### config.mk
export PLATFORM = sky130hd
export DESIGN_NAME = alu_mc
export DESIGN_NICKNAME = d
export VERILOG_FILES = /design/src/rtl/alu_mc.sv
export SDC_FILE = /design/constraint.sdc
export NUM_CORES = 1
export LEC_CHECK = 0
export ABC_AREA = 0
export CAP_MARGIN = 40
export CORE_MARGIN = 1
export CORE_UTILIZATION = 35
export DETAILED_ROUTE_END_ITERATION = 10
export SETUP_SLACK_MARGIN = 0.2
export SYNTH_ARGS = -nofsm -noshare
export SYNTH_HDL_FRONTEND = slang
export SYNTH_SLANG_ARGS = --single-unit
### constraint.sdc
create_clock -name clk -period 7.1 [get_ports clk]
set_input_delay 1.42 -clock clk [delete_from_list [all_inputs] [get_ports clk]]
set_output_delay 1.42 -clock clk [all_outputs]
set_load 0.02 [all_outputs]
### src/rtl/alu_mc.sv
// Multi-cycle RISC-V ALU. Single-cycle ops finish one edge after start; MUL,
// DIVU and REMU iterate one bit per clock over WIDTH edges and then pulse done.
module alu_mc #(
  parameter int WIDTH = 32,
  parameter int SHW   = 5
) (
  input  logic             clk,
  input  logic             rst,
  input  logic             start,
  input  logic [3:0]       alu_control,
  input  logic [WIDTH-1:0] src1,
  input  logic [WIDTH-1:0] src2,
  output logic             busy,
  output logic             done,
  output logic [WIDTH-1:0] alu_ans,
  output logic             zero
);

  localparam int CW = SHW + 1;

  localparam logic [3:0] OP_ADD  = 4'd0;
  localparam logic [3:0] OP_SUB  = 4'd1;
  localparam logic [3:0] OP_AND  = 4'd2;
  localparam logic [3:0] OP_OR   = 4'd3;
  localparam logic [3:0] OP_XOR  = 4'd4;
  localparam logic [3:0] OP_SLT  = 4'd5;
  localparam logic [3:0] OP_SLTU = 4'd6;
  localparam logic [3:0] OP_SLL  = 4'd7;
  localparam logic [3:0] OP_SRL  = 4'd8;
  localparam logic [3:0] OP_SRA  = 4'd9;
  localparam logic [3:0] OP_MUL  = 4'd10;
  localparam logic [3:0] OP_DIVU = 4'd11;
  localparam logic [3:0] OP_REMU = 4'd12;

  typedef enum logic {IDLE, RUN} state_e;

  state_e           state_q, state_d;
  logic [CW-1:0]    cnt_q, cnt_d;
  logic [3:0]       op_q, op_d;
  logic [WIDTH-1:0] a_q, a_d;      // MUL: shifted multiplicand; DIV: dividend in, quotient out
  logic [WIDTH-1:0] b_q, b_d;      // MUL: shifted multiplier;   DIV: divisor
  logic [WIDTH-1:0] acc_q, acc_d;  // MUL: partial product;      DIV: partial remainder
  logic             busy_d, done_d, zero_d;
  logic [WIDTH-1:0] ans_d;

  logic [SHW-1:0]   shamt;
  logic [WIDTH-1:0] sc_res;
  logic             is_multi;
  logic [WIDTH-1:0] mul_acc;
  logic [WIDTH:0]   rem_sh;
  logic [WIDTH:0]   rem_diff;
  logic [WIDTH-1:0] run_res;

  assign shamt    = src2[SHW-1:0];
  assign is_multi = alu_control inside {OP_MUL, OP_DIVU, OP_REMU};

  always_comb begin
    sc_res = '0;
    case (alu_control)
      OP_ADD:  sc_res = src1 + src2;
      OP_SUB:  sc_res = src1 - src2;
      OP_AND:  sc_res = src1 & src2;
      OP_OR:   sc_res = src1 | src2;
      OP_XOR:  sc_res = src1 ^ src2;
      OP_SLT:  sc_res = {{(WIDTH-1){1'b0}}, $signed(src1) < $signed(src2)};
      OP_SLTU: sc_res = {{(WIDTH-1){1'b0}}, src1 < src2};
      OP_SLL:  sc_res = src1 << shamt;
      OP_SRL:  sc_res = src1 >> shamt;
      OP_SRA:  sc_res = $unsigned($signed(src1) >>> shamt);
      default: sc_res = '0;
    endcase
  end

  // One iteration of each multi-cycle algorithm; a division by zero naturally
  // yields an all-ones quotient and a remainder equal to the dividend.
  assign mul_acc  = acc_q + (b_q[0] ? a_q : '0);
  assign rem_sh   = {acc_q, a_q[WIDTH-1]};
  assign rem_diff = rem_sh - {1'b0, b_q};

  always_comb begin
    // NOTE: every output of this block gets a default first, so no path can infer a latch.
    state_d = state_q;
    cnt_d   = cnt_q;
    op_d    = op_q;
    a_d     = a_q;
    b_d     = b_q;
    acc_d   = acc_q;
    busy_d  = busy;
    done_d  = 1'b0;
    ans_d   = alu_ans;
    zero_d  = zero;
    run_res = '0;
    case (state_q)
      IDLE: begin
        if (start) begin
          if (is_multi) begin
            op_d    = alu_control;
            a_d     = src1;
            b_d     = src2;
            acc_d   = '0;
            cnt_d   = CW'(WIDTH);
            busy_d  = 1'b1;
            state_d = RUN;
          end else begin
            ans_d  = sc_res;
            zero_d = (sc_res == '0);
            done_d = 1'b1;
          end
        end
      end
      RUN: begin
        cnt_d = cnt_q - CW'(1);
        if (op_q == OP_MUL) begin
          acc_d   = mul_acc;
          a_d     = a_q << 1;
          b_d     = b_q >> 1;
          run_res = mul_acc;
        end else begin
          acc_d   = rem_diff[WIDTH] ? rem_sh[WIDTH-1:0] : rem_diff[WIDTH-1:0];
          a_d     = {a_q[WIDTH-2:0], ~rem_diff[WIDTH]};
          run_res = (op_q == OP_DIVU) ? a_d : acc_d;
        end
        if (cnt_q == CW'(1)) begin
          ans_d   = run_res;
          zero_d  = (run_res == '0);
          done_d  = 1'b1;
          busy_d  = 1'b0;
          state_d = IDLE;
        end
      end
      default: state_d = IDLE;
    endcase
  end

  always_ff @(posedge clk or posedge rst) begin
    if (rst) begin
      state_q <= IDLE;
      cnt_q   <= '0;
      op_q    <= '0;
      a_q     <= '0;
      b_q     <= '0;
      acc_q   <= '0;
      busy    <= 1'b0;
      done    <= 1'b0;
      alu_ans <= '0;
      zero    <= 1'b0;
    end else begin
      // NOTE: non-blocking assignments so every register samples pre-edge values.
      state_q <= state_d;
      cnt_q   <= cnt_d;
      op_q    <= op_d;
      a_q     <= a_d;
      b_q     <= b_d;
      acc_q   <= acc_d;
      busy    <= busy_d;
      done    <= done_d;
      alu_ans <= ans_d;
      zero    <= zero_d;
    end
  end

endmodule

==> key figures, run 1 <==
Outcome
  • Outcome: finished, final reports clean

Finish
  • Synth-to-Final Area Change: 13.17%
  • Finished layout cell area: 0.02332 sq mm
  • # diodes: 0
  • Final std cells w/o fill: 3,656
  • Layout cell share with drive strength beyond 1: 0.09270
  • Final nets: 3,119
  • Final core occ: 0.4027

Placed design
  • DP HPWL: 77.15 mm
  • Gp weighted congestion: 1.065
  • I/O Buffers: 105
  • Dpl cell area: 0.02272 sq mm
  • Placed Cells: 3,622
  • Pre-CTS setup slack: 0.5084 ns

Clocking
  • CTS tree: built
  • Clk pin slew, worst setup/hold paths: 0.07 ns
  • CTS root buffer: clkbuf_16
  • CTS Buf Count: 17
  • H-tree levels: 4
  • Resized Gates After CTS: 0
  • Setup bufs post-CTS: 0
  • Latest clock arrival within the worst-skew pair: 0.46 ns
  • Clk buf depth: 2
  • CTS Sinks: 142
  • Hold Buf Count CTS: 0

GRT
  • Largest net degree at the start of global routing: 75
  • Initial antenna violation count: 0
  • Tot GR Track Use: 0.3196
  • GRT overflow: 0
  • Vias in the first global route: 21,986
  • First-pass GRT wire length: 144.3 mm

Floorplanning
  • Core footprint: 0.05792 sq mm
  • IO Count: 106
  • Die height: 244.6 um
  • Num rows: 88
  • Die X: 244.6 um
  • Die area: 0.05985 sq mm
  • Effective utilization at floorplan: 0.3558

Critical path
  • CP required: 7.44 ns
  • CP Depth: 17
  • Max FO, Critical Path: 8
  • Critical Path Source: src1[2]
  • Crit path to: zero
  • R2R Setup Slk: 1.43 ns
  • Worst path cell trace: clkdlybuf4s50_1 -> inv_1 -> ha_1 -> nor2b_1 -> o311ai_1 -> a211oi_1 -> a21oi_1 -> a221o_1 -> a221o_1 -> or2_2 -> nor4_1 -> buf_4 -> nand4b_1 -> nor4_1 -> o2111ai_1 -> o31a_1 -> o41ai_2
  • FF-to-FF Start: a_q[31]
  • Buf+Inv Stages, Crit Path: 3
  • Worst Path Arrival: 6.70 ns
  • CP delay by family, top: compound AO/OA/AOI/OAI gates
  • Startpoint types: primary input
  • FF-to-FF path depth: 20
  • Worst setup EP type: flop
  • Worst r2r dst: zero
  • CP max-delay cell: clkdlybuf4s50_1
  • CP max stage delay: 0.60 ns
  • Type of the worst setup path: primary input to flop

STA
  • Crit share post-route: 0.8956
  • Post-layout min period: 6.359 ns
  • Final Hold Fails: 0
  • Final setup viols: 0
  • Worst Skew: 0.01403 ns
  • Setup_tns: 0 ns
  • Tightest Pin Transition: 0.8977 ns
  • Max-slew headroom: 0.4003
  • PnR worst setup slack: 0.7413 ns
  • Max Freq: 157.3 MHz
  • Hold slack: 0.4825 ns
  • RSZ-0062 raised after global routing: no
  • Final Max Tran Viols: 0

Power and ir drop
  • Clock group share of total power: 0.100
  • Internal power: 4.179 mW
  • Psw: 5.040 mW
  • Sw Share: 0.5467
  • Worst VDD drop: 0.0002267 V
  • Leakage power: 10.05 nW
  • Power Dens Cells: 395.3 mW/mm^2
  • Sequential share of power: 0.176
  • Tot Pwr: 9.219 mW
  • Gate power share: 0.723

Yosys
  • Syn_nets: 3,090
  • EDFF count, synth: 0
  • Cell taking the most area after synthesis: dfrtp_1
  • Async set or reset register ratio after synthesis: 1.000
  • Synth cell types: 87
  • Most common cell in the netlist: nand2_1
  • Sequential fraction of the synthesis area: 0.1724
  • Synth Instances: 2,849
  • Netlist Area Pre-Place: 0.02061 sq mm
  • Most used DFF post-synth: dfrtp_1
  • Seq cells post-synth: 142
  • Yosys top cell area share: 0.1724
  • Leading cell types by count after synthesis: nand2_1, a21oi_1, o21ai_0
  • Largest cells by area after synthesis: dfrtp_1, ha_1, a21oi_1, o21ai_0, nand2_1
  • Synth warn: 0
  • Average size of a mapped cell: 7.233 sq um

Min path
  • Hold/Removal Path Class: flop to flop

Detailed routing
  • Vias: 23,276
  • Initial DRT Pass Iterations: 6
  • Drt initial violations: 2,768
  • Routed WL: 97.51 mm
  • Number of routed nets with antenna violations: 0
  • Vias per std cell: 6.367
  • Wire length per cell: 26.67 um
  • # DRC: 0

Run
  • Total of max-cap violations: 0
## cells by family (layout without fill, tap and decap cells)
| family | after synthesis | count (layout) | share of synthesized area |
|---|---|---|---|
| buffers and inverters | 349 | 391 | 0.06594 |
| DFF | 142 | 142 | 0.1724 |
| muxes | 191 | 191 | 0.1151 |
| AOI/OAI and AO/OA | 970 | 970 | 0.2969 |
| and+or+nand+nor | 951 | 951 | 0.2127 |
| adders and majority gates | 170 | 170 | 0.1047 |
| xor gates and xnor gates | 76 | 76 | 0.03230 |
## routing by layer
layer | vias to the layer above | global-route usage | share of wire
li1 | 10469 | - | -
met1 | 11271 | 0.4240 | 0.42
met2 | 1273 | 0.5060 | 0.45
met3 | 263 | 0.04439 | 0.082
met4 | 0 | 0.1597 | 0.053
met5 | - | 0 | 0
## worst min-delay path, stage by stage, from the launching register on
cell,delay (ns)
dfrtp_1,0.35
nand2_1,0.04
o21ai_0,0.06
## cell type report
class,instances,area [sq um]
flip-flops and latches,142,3557
fillers,6138,34590
clock buffers,18,439.2
multi-input cells,2358,15780
well taps,765,957.2
repair buffers,209,1876
inverters,150,568.0
clock inverters,14,148.9
## worst min-delay path by stage
stage                      startpoint          end  slack (ns)  cells after the start
after floorplan              cnt_q[5]     cnt_q[5]        0.45                      1
after global placement       cnt_q[5]     cnt_q[5]        0.47                      1
after detailed placement   alu_ans[8]   alu_ans[8]        0.47                      2
after CTS                  alu_ans[8]   alu_ans[8]        0.49                      2
after global routing      alu_ans[26]  alu_ans[26]        0.51                      2
final                      alu_ans[7]   alu_ans[7]        0.48                      2
## layout by cell type (no fill, tap or decap), types with 28 or more instances in the layout
cell type / instances
clkdlybuf4s50_1: 100
ha_1: 166
a31oi_1: 31
buf_4: 96
nor3_1: 47
and2_1: 51
nand2_1: 351
a211oi_1: 44
nor2_1: 260
nand3_1: 57
xor2_1: 28
o21ai_0: 268
mux2i_1: 112
nand4_1: 29
mux4_2: 31
dfrtp_1: 141
inv_1: 141
mux2_2: 44
o211ai_1: 59
a21o_1: 30
a21oi_1: 276
xnor2_1: 48
## sequential cells by signal, summed over array words and instances (netlist names)
name,flops
a_q,32
acc_q,32
alu_ans,32
b_q,32
cnt_q,6
op_q,4
busy,1
done,1
state_q,1
zero,1
## power groups by stage
stage	sequential, mW	clock [mW]	combinational (mW)
after global placement	1.61	0	6.43
after CTS	1.62	0.935	6.54
final	1.63	0.924	6.67
after detailed placement	1.63	0	6.49
after global routing	1.68	0.961	7.24
after floorplan	1.56	0	4.44
(Power assumes the default switching activity.)
==> run 2, diff against run 1 <==
- TNS_END_PERCENT: default -> 100
==> results of run 2 <==
Final layout, timing and power as in run 1 (identical DEF).
